### config.mk
export PLATFORM = sky130hd
export DESIGN_NAME = seq_multiplier
export DESIGN_NICKNAME = d
export VERILOG_FILES = /design/src/rtl/seq_multiplier.sv
export SDC_FILE = /design/constraint.sdc
export NUM_CORES = 1
export LEC_CHECK = 0
export ABC_AREA = 1
export CAP_MARGIN = 20
export CORE_UTILIZATION = 40
export CTS_CLUSTER_DIAMETER = 30
export DETAILED_ROUTE_END_ITERATION = 7
export PLACE_DENSITY = 0.62
export SYNTH_ARGS = -nofsm -noshare
export SYNTH_HDL_FRONTEND = slang
export SYNTH_SLANG_ARGS = --single-unit
### constraint.sdc
create_clock -name CLOCK_50 -period 3.11 [get_ports CLOCK_50]
set_input_delay 0.4665 -clock CLOCK_50 [delete_from_list [all_inputs] [get_ports CLOCK_50]]
set_output_delay 0.4665 -clock CLOCK_50 [all_outputs]
set_load 0.01 [all_outputs]
### src/rtl/seq_multiplier.sv
// Sequential shift-add multiplier: one multiplier bit per clock, unsigned or
// two's-complement operands, start/busy/done handshake with a held product.
module seq_multiplier #(
    parameter int A_W = 5,
    parameter int B_W = 5
) (
    input  logic                 CLOCK_50,
    input  logic                 RESET,
    input  logic                 start,
    input  logic                 signed_mode,
    input  logic [A_W-1:0]       a,
    input  logic [B_W-1:0]       b,
    output logic                 busy,
    output logic                 done,
    output logic [A_W+B_W-1:0]   product
);
    localparam int P_W   = A_W + B_W;
    localparam int CNT_W = (B_W > 1) ? $clog2(B_W) : 1;

    typedef enum logic [1:0] {S_IDLE, S_CALC, S_DONE} state_t;

    state_t             r_state, w_next;
    logic [A_W-1:0]     r_a_mag;
    logic [B_W-1:0]     r_b_mag;
    logic [P_W-1:0]     r_acc;
    logic [P_W-1:0]     r_product;
    logic [CNT_W-1:0]   r_cnt;
    logic               r_sign_neg;

    logic [A_W-1:0]     w_a_mag;
    logic [B_W-1:0]     w_b_mag;
    logic [P_W-1:0]     w_addend;
    logic [P_W-1:0]     w_acc_sum;
    logic               w_last;

    // Magnitudes are held unsigned, so the most negative input (2^(W-1)) still fits.
    assign w_a_mag   = (signed_mode && a[A_W-1]) ? -a : a;
    assign w_b_mag   = (signed_mode && b[B_W-1]) ? -b : b;
    assign w_addend  = r_b_mag[0] ? (P_W'(r_a_mag) << r_cnt) : '0;
    assign w_acc_sum = r_acc + w_addend;
    assign w_last    = (r_cnt == CNT_W'(B_W - 1));
    assign product   = r_product;

    always_ff @(posedge CLOCK_50) begin
        if (RESET) r_state <= S_IDLE;
        else       r_state <= w_next;
    end

    always_comb begin
        w_next = r_state;
        case (r_state)
            S_IDLE:  if (start) w_next = S_CALC;
            S_CALC:  if (w_last) w_next = S_DONE;
            S_DONE:  w_next = S_IDLE;
            default: w_next = S_IDLE;
        endcase
    end

    always_comb begin
        busy = (r_state == S_CALC);
        done = (r_state == S_DONE);
    end

    always_ff @(posedge CLOCK_50) begin
        if (RESET) begin
            r_a_mag    <= '0;
            r_b_mag    <= '0;
            r_acc      <= '0;
            r_cnt      <= '0;
            r_sign_neg <= 1'b0;
            r_product  <= '0;
        end else begin
            case (r_state)
                S_IDLE: begin
                    if (start) begin
                        r_a_mag    <= w_a_mag;
                        r_b_mag    <= w_b_mag;
                        r_acc      <= '0;
                        r_cnt      <= '0;
                        r_sign_neg <= signed_mode & (a[A_W-1] ^ b[B_W-1]);
                    end
                end
                S_CALC: begin
                    r_acc   <= w_acc_sum;
                    r_b_mag <= r_b_mag >> 1;
                    r_cnt   <= r_cnt + CNT_W'(1);
                    // Final add folds straight into the result, negated modulo 2^P_W.
                    if (w_last)
                        r_product <= r_sign_neg ? -w_acc_sum : w_acc_sum;
                end
                default: ;
            endcase
        end
    end
endmodule
# Yosys cells after proc, flatten, opt, wreduce, memory -nomap -nowiden
# Cells that the tools add are included.
[word_totals] out_inout_bits=12 ff_bits=36 in_bits=14
[op_classes] bitwise_logic=2 muxes=13 shifts=1 reduce_logical=8 eq_ne=5 addsub=5
[op_table] operator="$mux 10" count=3
[op_table] operator="$pmux 10 s2" count=1
[op_table] operator="$mux 5" count=3
[op_table] operator="$add 10x10->10" count=1
[op_table] operator="$neg 10->10" count=1
[op_table] operator="$neg 5->5" count=2
[op_table] operator="$pmux 5 s2" count=1
[op_table] operator="$shl 5x3->10" count=1
[op_table] operator="$reduce_and 2->1" count=4
[op_table] operator="$pmux 3 s2" count=1
[op_table] operator="$mux 2" count=2
[op_table] operator="$pmux 2 s2" count=1
[op_table] operator="$add 3x1->3 const B" count=1
[op_table] operator="$eq 3x3->1 const B" count=1
[op_table] operator="$mux 3" count=1
[op_table] operator="$eq 2x1->1 const B" count=1
[op_table] operator="$eq 2x2->1 const B" count=1
[op_table] operator="$logic_and 1x1->1" count=2
[op_table] operator="$logic_not 2->1" count=1
[op_table] operator="$ne 2x1->1 const B" count=1
[op_table] operator="$ne 2x2->1 const B" count=1
[op_table] operator="$reduce_bool 2->1" count=1
[op_table] operator="$and 1x1->1" count=1
[op_table] operator="$xor 1x1->1" count=1

# Logic depth before layout (Yosys ltp)
[logic_depth] word_depth=5 ltp_mapped=21

# Least setup slack after synthesis
# No wires, ideal clock.
[synth_timing] path_type="reg-to-reg" start="register r_cnt[0]" end="register r_product[8], in the netlist product[8]" stages_incl_launch_ff=18 arrival_ns=2.277 period_less_slack_ns=2.385 required_time_ns=3.001 setup_ns=0.109 setup_slack_ns=0.725 path_cell_list="dfxtp_1 > buf_4 > nor2_1 > nand2_1 > nor2_1 > ha_1 > fa_1 > inv_1 > ha_1 > inv_1 > nor2_2 > nand3_4 > o21ai_4 > nand2_1 > nand2_1 > nand3_1 > nand2_1 > inv_1"
[synth_between] elab_chain_cells=5 elab_cells_between_ends=7
[synth_rtl] element="start, declared" line="27" rtl="logic [CNT_W-1:0] r_cnt;"
[synth_rtl] element="start signal, assigned" line="86" rtl="r_cnt <= r_cnt + CNT_W'(1);"
[synth_rtl] element="$shl 5x3->10" line="39" rtl="assign w_addend = r_b_mag[0] ? (P_W'(r_a_mag) << r_cnt) : '0;"
[synth_rtl] element="$mux 10" line="39"
[synth_rtl] element="$add 10x10->10" line="40" rtl="assign w_acc_sum = r_acc + w_addend;"
[synth_rtl] element="$neg 10->10" line="89" rtl="r_product <= r_sign_neg ? -w_acc_sum : w_acc_sum;"
[synth_rtl] element="$mux 10" line="89"
[synth_rtl] element="end signal, assigned" line="89"
[synth_rtl] element="end, declared" line="26" rtl="logic [P_W-1:0] r_product;"
# Several ways; a longest one is shown, not always the timed one.
# A chain may end at the register's enable or synchronous reset.

# Final worst setup path
# Ends and elaborated chain as after synthesis.

==> results.cfg <==
[worst_setup_path]
critPathKind = register to register
timing.critical_path.arrival_ns = 2.92
crit_required_ns = 3.31
worst_setup_path_end_kind = register
worst_setup_path_start_kind = register
critical_path_peak_fanout = 10

[timing]
crit_share_post_route = 0.8747
fmax_ghz = 0.3676
totalNegativeSetupSlack_ns = 0
setup_ws_ns = 0.3896
worst_slew_pin_slew_ns = 0.4554
final_max_slew_viol_count = 0
max_slew_margin = 0.6955
skew_ns = 0.01373
timing.final.crit_period_ns = 2.720
timing_hold_violations_final = 0
setup_violation_total_in_the_final_timing_report = 0
setup_repair_after_global_routing_missed_its_margin = no

[cells_and_area]
finalNetCount = 433
finish.cell_count_without_fillers = 480
layout_commonest_cell = sky130_fd_sc_hd__nand2_1
multi_input_logic_area_um2 = 1514
insertedDiodeCount = 0
most_frequent_cells_in_the_layout = sky130_fd_sc_hd__nand2_1, sky130_fd_sc_hd__inv_1, sky130_fd_sc_hd__nand3_1
filler_cell_count = 602
layout.area.seq_um2 = 720.7
synthToLayoutAreaGrowth_pct = 17.61
final_util = 0.4910
layout-drive-gt1-share = 0.09877

[placement]
port_buffers = 25
hpwlAfterDp_mm = 4.411
numPlacedInstances = 472
place.gp.congestion = 0.8479
post-place-ws_ns = 0.4485

[clock_network]
clock_tree_from_tritoncts = yes
cts_num_sinks = 36
clock_tree.buffer_depth = 2
clk_latency_ns = 0.30
hold_buffers = 0
clkSlewWorstSetupHoldPaths_ns = 0.08
cts-htree-levels = 2
cts_made_buffers = 5
cts_repair_resize_count = 0
post_cts.repair.setup_buffers = 0
cts-root-buf = sky130_fd_sc_hd__clkbuf_8

[floorplan]
ioPinCount = 26
initial_utilization = 0.4175
die_boundary_height_um = 81.08
row_count = 28
dieArea_um2 = 6573
core_um2 = 5991
die_width_um = 81.08

[run]
number_of_maximum_capacitance_constraint_violations = 0

[power_and_ir_drop]
worst_ir_drop_vdd_v = 0.0002699
p_leak_uw = 0.001371
power_density_nw_per_um2 = 370.7

[logic_synthesis]
synth_top_cells_by_area = sky130_fd_sc_hd__dfxtp_1, sky130_fd_sc_hd__nand2_1, sky130_fd_sc_hd__nand3_1, sky130_fd_sc_hd__inv_1, sky130_fd_sc_hd__ha_1
mappedNetlistNets = 407
yosys.area.top_type_share = 0.2881
synthesis.area_per_instance_um2 = 6.617
ys_seq_area_frac = 0.2881
synth_seq_cells = 36
synth.yosys.warnings = 0
synthCells = 378
number_of_distinct_library_cell_variants_in_the_gate_level_netlist_after_synthesis = 38
synth.largest_area_cell = sky130_fd_sc_hd__dfxtp_1
netlist_area_pre_place_um2 = 2501

[route]
drc = 0
detail_route.first_pass.iterations = 4
routedWlPerCell_um = 12.29
route.antenna.remaining_nets = 0
drt_iter0_markers = 191
vias = 2403
route.detailed.vias_per_inst = 5.006
wl_mm = 5.898

[global_routing]
vias_in_the_first_global_route = 2105
grt_first_pass_wirelength_mm = 9.742
number_of_antenna_violations_at_the_first_check_in_global_routing = 0
grt_start_max_net_pins = 25
globalRouteTotalUtil = 0.1935
grt_ovf = 0

[run_status]
result_of_the_run = finished, final reports clean

[hold_path]
hold_path_class = register to register
-- power breakdown --
| part | internal, µW | total (µW) | switching (µW) | leakage [µW] |
|---|---|---|---|---|
| sequential | 476 | 491 | 15.6 | 0.000293 |
| combinational | 68.3 | 176 | 108 | 0.00102 |
| clock | 237 | 423 | 185 | 0.0000541 |
| total | 782 | 1090 | 309 | 0.00137 |
-- cells in the mapped netlist (all sizes together) --
cell type	count
a211oi	1
a21oi	18
a221oi	1
a22oi	2
a311oi	1
a31oi	4
buf	5
clkbuf	5
clkinv	1
dfxtp	36
fa	1
ha	14
inv	58
nand2	97
nand3	48
nand3b	2
nand4	1
nor2	31
nor3	3
o211ai	3
o21a	1
o21ai	30
o21bai	2
o221ai	1
o22ai	3
o31ai	1
xnor2	3
xor2	5
-- per-stage QoR --
| step | power, µW | hold slack (ns) | instance area, µm² |
|---|---|---|---|
| 2_1_floorplan | 622.5 | 0.4437 | 2501 |
| 3_3_place_gp | 677.1 | 0.4597 | 2830 |
| 3_5_place_dp | 676.5 | 0.4691 | 2830 |
| 4_1_cts | 1098 | 0.4789 | 2942 |
| 5_1_grt | 1140 | 0.4995 | 2942 |
| 6_report | 1090 | 0.4773 | 2942 |
-- routing by layer --
| layer | routed length [µm] | part of all wire | GRT usage |
|---|---|---|---|
| met2 | 2502 | 0.42 | 0.2798 |
| met5 | 0 | 0 | 0 |
| met4 | 49 | 0.0083 | 0.03750 |
| met3 | 215 | 0.036 | 0.04045 |
| met1 | 3131 | 0.53 | 0.2919 |
-- worst paths after layout --
kind | startpoint | to | slack (ns) | depth (start not counted)
max | r_cnt[0] | product[8] | 0.39 | 16
min reg2reg | r_a_mag[0] | r_a_mag[0] | 0.48 | 2
max reg2reg | r_cnt[0] | product[8] | 0.39 | 16
min | r_a_mag[0] | r_a_mag[0] | 0.48 | 2
-- critical path: stages, from the launching register on --
cell and delay, ns:
sky130_fd_sc_hd__dfxtp_1 0.40, sky130_fd_sc_hd__nor2_1 0.19, sky130_fd_sc_hd__nand2_1 0.10, sky130_fd_sc_hd__nor2_1 0.15, sky130_fd_sc_hd__ha_1 0.23, sky130_fd_sc_hd__fa_1 0.46
sky130_fd_sc_hd__inv_1 0.11, sky130_fd_sc_hd__ha_1 0.17, sky130_fd_sc_hd__inv_1 0.05, sky130_fd_sc_hd__nor2_2 0.17, sky130_fd_sc_hd__nand3_4 0.10, sky130_fd_sc_hd__o21ai_4 0.18
sky130_fd_sc_hd__nand2_1 0.08, sky130_fd_sc_hd__nand2_1 0.06, sky130_fd_sc_hd__nand3_1 0.08, sky130_fd_sc_hd__nand2_1 0.07, sky130_fd_sc_hd__inv_1 0.04
-- cell families (layout without fill, tap and decap cells) --
| family | count (synthesis) | after routing | synth area share |
|---|---|---|---|
| and+or+nand+nor | 182 | 182 | 0.3387 |
| buffers and inverters | 69 | 96 | 0.1066 |
| AOI/OAI and AO/OA | 68 | 68 | 0.1606 |
| DFF | 36 | 36 | 0.2881 |
| adders and majority gates | 15 | 15 | 0.07804 |
| xor gates and xnor gates | 8 | 8 | 0.02802 |
-- registers in the layout, summed over array words and instances, names as in the netlist --
signal,count
r_b_mag,5
product,10
r_a_mag,5
r_sign_neg,1
r_acc,10
r_cnt,3
r_state,2
-- layout make-up --
| class | count | area share |
|---|---|---|
| multi-input cells | 273 | 0.5147 |
| clock inverters | 3 | 0.01446 |
| inverters | 59 | 0.07529 |
| well taps | 75 | 0.03190 |
| repair buffers | 29 | 0.09528 |
| flip-flops and latches | 36 | 0.2450 |
| clock buffers | 5 | 0.02339 |
No activity file was read; power rests on OpenSTA's default activity.
